===== src/rtl/lab_1_rr_arbiter.sv =====
// Round-robin arbiter and sequencer for the shared 2-bit 4:1 select datapath.
// Grants one requester at a time for a bounded burst of handshaked beats.
//
//   state    | meaning
//   ---------+------------------------------------------------------------
//   ST_IDLE  | no owner, grant=0000, {s1,s0} holds its last value
//   ST_GRANT | owner granted, beats counted on valid & ready
module lab_1_rr_arbiter #(
  parameter int unsigned BEAT_MAX = 4
) (
  input  logic       clk,
  input  logic       rst,
  input  logic [3:0] req,
  input  logic [1:0] a,
  input  logic [1:0] b,
  input  logic [1:0] c,
  input  logic [1:0] d,
  input  logic       ready,
  output logic [3:0] grant,
  output logic       s1,
  output logic       s0,
  output logic       valid,
  output logic [1:0] y
);

  typedef enum logic {ST_IDLE, ST_GRANT} state_t;

  localparam logic [3:0] BEAT_LAST = 4'(BEAT_MAX - 1);

  state_t     state_q, state_d;
  logic [1:0] owner_q, owner_d;
  logic [1:0] ptr_q, ptr_d;
  logic [3:0] beat_q, beat_d;
  logic [3:0] grant_q, grant_d;

  logic       xfer;
  logic [1:0] ptr_next;
  logic [2:0] win_idle;
  logic [2:0] win_rel;

  // Returns {found, index} of the first request at or after p, wrapping mod 4.
  function automatic logic [2:0] arbitrate(input logic [3:0] r, input logic [1:0] p);
    logic [2:0] res;
    logic [1:0] idx;
    res = 3'b000;
    for (int k = 3; k >= 0; k--) begin
      idx = p + 2'(k);
      if (r[idx]) res = {1'b1, idx};
    end
    return res;
  endfunction

  assign valid    = (state_q == ST_GRANT) && req[owner_q];
  assign xfer     = valid && ready;
  assign ptr_next = owner_q + 2'd1;
  assign win_idle = arbitrate(req, ptr_q);
  assign win_rel  = arbitrate(req, ptr_next);

  always_comb begin
    state_d = state_q;
    owner_d = owner_q;
    ptr_d   = ptr_q;
    beat_d  = beat_q;
    grant_d = grant_q;
    case (state_q)
      ST_IDLE: begin
        if (win_idle[2]) begin
          state_d = ST_GRANT;
          owner_d = win_idle[1:0];
          grant_d = 4'b0001 << win_idle[1:0];
          beat_d  = 4'd0;
        end
      end
      ST_GRANT: begin
        // A dropped request and a final beat on the same edge are one release.
        if (!req[owner_q] || (xfer && beat_q == BEAT_LAST)) begin
          ptr_d  = ptr_next;
          beat_d = 4'd0;
          if (win_rel[2]) begin
            owner_d = win_rel[1:0];
            grant_d = 4'b0001 << win_rel[1:0];
          end else begin
            state_d = ST_IDLE;
            grant_d = 4'b0000;
          end
        end else if (xfer) begin
          beat_d = beat_q + 4'd1;
        end
      end
      default: begin
        state_d = ST_IDLE;
        grant_d = 4'b0000;
      end
    endcase
  end

  always_ff @(posedge clk) begin
    if (rst) begin
      state_q <= ST_IDLE;
      owner_q <= 2'd0;
      ptr_q   <= 2'd0;
      beat_q  <= 4'd0;
      grant_q <= 4'b0000;
    end else begin
      state_q <= state_d;
      owner_q <= owner_d;
      ptr_q   <= ptr_d;
      beat_q  <= beat_d;
      grant_q <= grant_d;
    end
  end

  assign grant = grant_q;
  assign s1    = owner_q[1];
  assign s0    = owner_q[0];

  always_comb begin
    y = a;
    case (owner_q)
      2'd0: y = a;
      2'd1: y = b;
      2'd2: y = c;
      2'd3: y = d;
      default: y = a;
    endcase
  end

endmodule


===== config.mk =====
export PLATFORM = sky130hd
export DESIGN_NAME = lab_1_rr_arbiter
export DESIGN_NICKNAME = d
export VERILOG_FILES = /design/src/rtl/lab_1_rr_arbiter.sv
export SDC_FILE = /design/constraint.sdc
export NUM_CORES = 1
export LEC_CHECK = 0
export ABC_AREA = 1
export CAP_MARGIN = 0
export CORE_MARGIN = 5
export CORE_UTILIZATION = 42
export DETAILED_ROUTE_END_ITERATION = 10
export PLACE_DENSITY = 0.68
export SLEW_MARGIN = 20
export SYNTH_ARGS = -nofsm -noshare
export SYNTH_HDL_FRONTEND = slang
export SYNTH_SLANG_ARGS = --single-unit
export TNS_END_PERCENT = 10

===== constraint.sdc =====
create_clock -name clk -period 2.78 [get_ports clk]
set_input_delay 0.556 -clock clk [delete_from_list [all_inputs] [get_ports clk]]
set_output_delay 0.556 -clock clk [all_outputs]
set_load 0.05 [all_outputs]

# Word-level counts from Yosys, hierarchy flattened
# Cells that the tools add are included.
# word_totals
output_inout_bits,9
ff_bits,13
input_bits,15
# op_classes
n_mux,43
eq_ne,8
n_addsub,8
n_reduce_logical,10
magnitude_cmp,9
bitwise,1
shifts,2
# ops
operator,n
$lt 2x3->1 const B,9
$mux 3,8
$mux 4,6
$bmux 1 s2,9
$pmux 4 s2,2
$mux 1,12
$add 2x2->2 const B,4
$pmux 2 s4,1
$shl 1x2->4 const A,2
$add 2x1->2 const B,3
$mux 2,3
$reduce_and 2->1,3
$add 4x1->4 const B,1
$eq 2x2->1 const B,2
$eq 4x2->1 const B,1
$ne 2x1->1 const B,2
$pmux 2 s2,1
$logic_and 1x1->1,3
$ne 3x1->1 const B,1
$reduce_and 3->1,1
$eq 2x1->1 const B,1
$logic_not 2->1,1
$ne 2x2->1 const B,1
$pmux 1 s2,1
other kinds (3),3

# Depth between registers and ports, before layout
# Gate-level depths: netlist (run 1).
# depth
word_depth,12
depth_mapped,16

# Least setup slack after synthesis (run 1)
# No wires, ideal clock.
# synth_timing
kind,reg2out
startpoint,reg owner_q[0]
endpoint,out y[0]
setup_slack_ns,-0.034
n_path_buf,1
path_stages_with_launch,5
t_arrival_ns,2.258
cell_sequence,dfxtp_1 > buf_6 > inv_8 > ha_1 > o21ai_0
# synth_via
elab_chain_cells,2
word_cells_on_any_way,5
classes_between,3 x eq/ne; 1 x mux; 1 x reduce/logical
# synth_lines
item,line,rtl
from (decl),31,"logic [1:0] owner_q, owner_d;"
from (signal assigned),106,owner_q <= owner_d;
$eq 2x2->1 (tied with other cells),119,case (owner_q)
$pmux 2 s4 *,119,
to (decl),23,output logic [1:0] y
# Every way passes the cells marked *; elsewhere a longest branch is shown, timed or not.

# Worst setup path after layout (run 1)
# Ends and elaborated chain as after synthesis.

==> metrics.csv, run 1 <==
metric;value;unit
run_status;complete, no violations;
dr.pass1.iters;4;
fmax;436;MHz
r2r-start;owner_q[0]$_SDFFE_PP0P_;
worstPathCellList;buf_4 > ha_1 > a21oi_1 > o21ai_0 > buf_12;
grt_pass1_vias;1227;
ys_warn_count;0;
dpl.hpwl;2320;microns
reg2reg_slack;0.66;ns
min_period;2.29;ns
maxCapViolCount;0;
synth_commonest_cells;nand2_1 (72), inv_1 (25), nand3_1 (24);
register_area;260;sq um
hold_end;beat_q[1]$_SDFFE_PP0P_;
rsz0062_at_grt;no;
grt_pass1_wl;5040;microns
multi_input_area;853;sq um
switching_share;55.3;%
clkTransAtPathRegs;0.09;ns
start_util;42.8;%
fin_util;53.2;%
critPathLaunchType;flop;
core_area;2980;sq um
critPathMaxStageDelay;0.50;ns
ff2ff_path_depth;15;
syn_nets;232;
hp-class;reg2reg;
clk_path_buf_depth;2;
grtUsageTotal;14.8;%
synth.avg_cell_area;6.01;sq um
path_max_fanout;9;
crit_type;reg2out;
hold_depth;2;
cts-root-buf;clkbuf_4;
worst_setup_path_end_kind;output pin;
io_pins;24;
cts.sinks;13;
layout-drive-gt1-share;16.5;%
seq_area_frac_synth;20.4;%
worstHoldStart;beat_q[1]$_SDFFE_PP0P_;
drc;0;
place_area;1560;sq um
r2r_end;grant[0]$_SDFFE_PP0P_;
wire_per_inst;10.8;microns
grt-ovfl-total;0;
cpMaxStageDelayCell;dfxtp_1;
synth_flop_cell;dfxtp_1;
seq_power_share;18.2;%
via_per_inst;4.92;
finalHoldViolations;0;
worst_pin_slew;0.508;ns
post_cts_buffers;0;
synth_most_common_cell;nand2_1;
fin_hold_ws;0.487;ns
synth_edf_count;0;
totalWireLength;2920;microns
p_per_area;1020;nW/um^2
cts_tree;done;
cts-hold-fix-buffers;0;
syn_area;1270;sq um
yosysTopAreaCell;nand2_1;
slew_viol_final;0;
post_cts_resized;0;
pwr-share-comb;74.3;%
internal-power;0.723;mW
p_sw;0.894;mW
grt_max_degree;12;
crit_arrival;1.74;ns
netlist_top_cells_area;nand2_1 (21%), dfxtp_1 (20%), nand3_1 (9.4%), inv_1 (7.4%), nand2_4 (5.3%);
design_area;1580;sq um
post-place-ws;0.491;ns
vias;1328;
synth_cells;212;
diodes;0;
synth_largest_type_area_fraction;21.2;%
insertion_delay;0.28;ns
slew_headroom;66.0;%
syn_to_final_growth;24.1;%
ant_nets;0;
h-tree-depth;1;
power;1.62;mW
ys_ff_latch;13;
final_nets;258;
p_leak;0.832;nW
dieHeight;65.1;microns
drt_iter0_drc;62;
cp.required;2.22;ns
layout_setup_ws;0.486;ns
fin_skew;0.0126;ns
grt_antenna_before_repair;0;
numCtsBuffers;3;
async_flop_share;0;%
rows;20;
finalCritPeriodShare;82.5;%
post_synth_num_cell_types;27;
gp_congestion;0.872;
io_buffers;23;
fp.dieW;65.1;microns
fill_cells;307;
fp.dieArea;4240;sq um
ir_drop;693;uV
setup_viol_count_final;0;
p_clk_share;7.4;%
worst max-delay path by stage:
stage / start / endpoint / cells after the start
floorplan: owner_q[0]$_SDFFE_PP0P_ / y[0] / 4
global placement: req[2] / valid / 6
detailed placement: req[2] / valid / 6
CTS: owner_q[0]$_SDFFE_PP0P_ / y[1] / 5
global route: owner_q[0]$_SDFFE_PP0P_ / y[1] / 5
finish: owner_q[0]$_SDFFE_PP0P_ / y[0] / 5
registers in the layout (all words and copies together) (netlist names):
name and flops:
state_q 1, owner_q 2, beat_q 4, grant 4, ptr_q 2
through the flow:
stage	std cells	setup TNS [ns]
2_1_floorplan	212	-0.0682
3_3_place_gp	266	0
3_5_place_dp	266	0
4_1_cts	270	0
5_1_grt	270	0
6_report	270	0
kinds of logic (layout without fill, tap and decap cells):
group	count (synthesis)	in the layout	share of synthesized area, %
adder cells (fa/ha/maj)	5	5	4.91
flip-flops	13	13	20.4
AND/OR/NAND/NOR	132	132	49.4
buffers and inverters	36	61	12.7
AO/OA/AOI/OAI	26	26	12.7
final cells by class:
type,instances,share of cell area (%)
clock buffers,4,1.66
multi-input cells,163,53.9
repair buffers,24,16.9
inverters,33,8.46
flip-flops and latches,13,16.4
well taps,33,2.61
worst max-delay path: cells and delay by family (launching register included):
kind | cells | cell delay [ns]
adders and majority gates | 1 | 0.18
DFF | 1 | 0.50
AOI/OAI and AO/OA | 2 | 0.36
buffers and inverters | 2 | 0.42
cell usage in the layout (no fill, tap or decap), types with 2 or more instances in the layout:
cell type        instances
o21ai_1                  3
nand2_1                 72
nor2_1                   9
nand3_1                 24
ha_1                     5
nand2_2                  8
nand4_1                  2
o21ai_0                  9
dfxtp_1                 13
buf_12                   3
inv_1                   25
inv_2                    5
a21oi_1                  8
nor2_2                   7
nor3_1                   2
a22o_1                   2
clkdlybuf4s50_1         20
nand2_4                  6
clkbuf_4                 3
power by group through the flow:
stage	Clock [mW]	Combinational [mW]	Sequential (mW)
finish	0.120	1.20	0.295
global route	0.138	1.34	0.306
CTS	0.123	1.20	0.296
detailed placement	0	1.20	0.301
global placement	0	1.19	0.301
floorplan	0	0.838	0.366
routing by layer:
metal  routed length, microns  vias up  track usage, %
met3                      154        4            3.93
met1                     1470      567            19.4
met4                       24        0            4.15
met5                        0        -               0
met2                     1280       37            23.8
li1                         -      720               -
No activity file was read; power rests on OpenSTA's default activity.
==> inputs of run 2 (changes only) <==
clock period = 2.3 ns   (was 2.78 ns; I/O delays follow)
==> metrics.csv, run 2 (synthesis gave the netlist of run 1 again) <==
metric;value;unit;change
run_status;complete, no violations;;unchanged
worstPathCellList;buf_4 > ha_1 > a22o_1 > a21oi_1 > o21ai_1 > buf_12;;was buf_4 > ha_1 > a21oi_1 > o21ai_0 > buf_12
crit_path_start;owner_q[0]$_SDFFE_PP0P_;;unchanged
min_period;2.15;ns;
maxCapViolCount;0;;unchanged
via_per_inst;4.88;;was 4.92
grt_max_degree;13;;was 12
dpl.hpwl;2310;microns;was 2320 microns
gp_congestion;0.835;;was 0.872
worst_setup_path_end_kind;output pin;;unchanged
path_max_fanout;12;;was 9
fin_cells;270;;unchanged
grt_pass1_wl;5090;microns;was 5040 microns
diodes;0;;unchanged
multi_input_area;853;sq um;unchanged
cts-hold-fix-buffers;0;;unchanged
grtUsageTotal;14.8;%;about the same
setup_viol_count_final;0;;unchanged
totalWireLength;2860;microns;was 2920 microns
worst_pin_slew;0.500;ns;was 0.508 ns
ir_drop;709;uV;was 693 uV
fp.dieArea;4240;sq um;unchanged
grt_pass1_vias;1244;;was 1227
internal-power;0.873;mW;was 0.723 mW
power;1.94;mW;was 1.62 mW
fp.dieW;65.1;microns;unchanged
fmax;466;MHz;
mostFrequentLayoutCell;nand2_1;;unchanged
critical_path_buf_inv_count;2;;unchanged
cp_top_family;flip-flops;;unchanged
r2r_end;grant[0]$_SDFFE_PP0P_;;unchanged
h-tree-depth;1;;unchanged
worstSetupEndpoint;y[0];;unchanged
cpMaxStageDelayCell;dfxtp_1;;unchanged
core_area;2980;sq um;unchanged
drt_iter0_drc;82;;was 62
clk_path_buf_depth;2;;unchanged
slew_viol_final;0;;unchanged
cp.depth;6;;was 5
p_per_area;1230;nW/um^2;was 1020 nW/um^2
numCtsBuffers;3;;unchanged
grt_antenna_before_repair;0;;unchanged
clkTransAtPathRegs;0.08;ns;was 0.09 ns
syn_to_final_growth;23.9;%;was 24.1%
ant_nets;0;;unchanged
seq_power_share;18.3;%;was 18.2%
io_buffers;23;;unchanged
cts.sinks;13;;unchanged
finalCritPeriodShare;93.3;%;
fin_skew;0.00509;ns;was 0.0126 ns
crit_type;reg2out;;unchanged
reg2reg_slack;0.24;ns;was 0.66 ns
wire_per_inst;10.6;microns;was 10.8 microns
grt-ovfl-total;0;;unchanged
final_cell_mix;nand2_1 (72), inv_1 (25), nand3_1 (24);;unchanged
cts-root-buf;clkbuf_4;;unchanged
insertion_delay;0.28;ns;about the same
ff2ff_path_depth;15;;unchanged
post_cts_resized;0;;unchanged
critPathLaunchType;flop;;unchanged
fin_hold_ws;0.504;ns;was 0.487 ns
io_pins;24;;unchanged
hp-class;reg2reg;;unchanged
final_nets;258;;unchanged
rows;20;;unchanged
rsz0062_at_grt;no;;unchanged
start_util;42.8;%;unchanged
dr.pass1.iters;4;;unchanged
post_cts_buffers;0;;unchanged
r2r-start;owner_q[1]$_SDFFE_PP0P_;;was owner_q[0]$_SDFFE_PP0P_
pwr-share-comb;74.5;%;was 74.3%
register_area;260;sq um;unchanged
p_leak;0.833;nW;was 0.832 nW
p_clk_share;7.2;%;was 7.4%
p_sw;1.07;mW;was 0.894 mW
crit_arrival;1.69;ns;was 1.74 ns
finalHoldViolations;0;;unchanged
fill_cells;310;;was 307
numPlacedInstances;266;;unchanged
cp.required;1.84;ns;was 2.22 ns
drc;0;;unchanged
slew_headroom;66.5;%;was 66.0%
dieHeight;65.1;microns;unchanged
switching_share;55.1;%;was 55.3%
vias;1317;;was 1328
cts_tree;done;;unchanged
critPathMaxStageDelay;0.43;ns;was 0.50 ns
layout-drive-gt1-share;16.9;%;was 16.5%
[run 2: cell types whose count changed in the layout (fill, tap and decap cells not counted)]
cell	before	now
clkdlybuf4s50_1	20	19
o21ai_1	3	5
buf_4	1	2
o21ai_0	9	7
[run 2: layer usage]
layer / track usage (%) / routed length [microns] / vias to the layer above
met1: 20.0 / 1470 / 567
li1: - / - / 718
met5: 0 / 0 / -
met2: 24.1 / 1250 / 27
met3: 1.37 / 95 / 5
met4: 5.70 / 37 / 0
[run 2: per-stage QoR]
step / cell area, sq um / util [%] / TNS, ns / worst slack (ns)
CTS: 1580 / 53.1 / 0 / 0.130
floorplan: 1270 / - / -0.0830 / -0.0415
finish: 1580 / 53.1 / 0 / 0.154
global route: 1580 / 53.1 / 0 / 0.0114
detailed placement: 1550 / 52.2 / 0 / 0.164
global placement: 1550 / 52.2 / 0 / 0.180
[run 2: worst min path at each step]
stage	cells after the start	slack, ns	to	start
after CTS	2	0.50	beat_q[1]$_SDFFE_PP0P_	beat_q[1]$_SDFFE_PP0P_
after global placement	2	0.48	beat_q[1]$_SDFFE_PP0P_	beat_q[1]$_SDFFE_PP0P_
after detailed placement	2	0.49	beat_q[1]$_SDFFE_PP0P_	beat_q[1]$_SDFFE_PP0P_
after floorplan	2	0.46	beat_q[1]$_SDFFE_PP0P_	beat_q[1]$_SDFFE_PP0P_
after global routing	2	0.52	beat_q[1]$_SDFFE_PP0P_	beat_q[1]$_SDFFE_PP0P_
final	2	0.50	beat_q[1]$_SDFFE_PP0P_	beat_q[1]$_SDFFE_PP0P_
[run 2: power groups by stage]
stage               clock [mW]  combinational (mW)  sequential (mW)
floorplan                    0                1.02            0.443
global placement             0                1.44            0.359
detailed placement           0                1.45            0.359
CTS                      0.145                1.46            0.356
global route             0.156                1.61            0.369
finish                   0.141                1.45            0.355
[run 2: layout make-up]
class,count,share of cell area [%]
well taps,33,2.61
inverters,33,8.47
repair buffers,24,16.8
multi-input cells,163,54.0
flip-flops and latches,13,16.5
clock buffers,4,1.66
[run 2: worst register-to-register path: cells and delay by family, from the launching register on]
kind          cells  cell delay, ns
flops             1            0.43
buf+inv           3            0.26
simple gates     11            0.82
fa+ha+maj         1            0.46
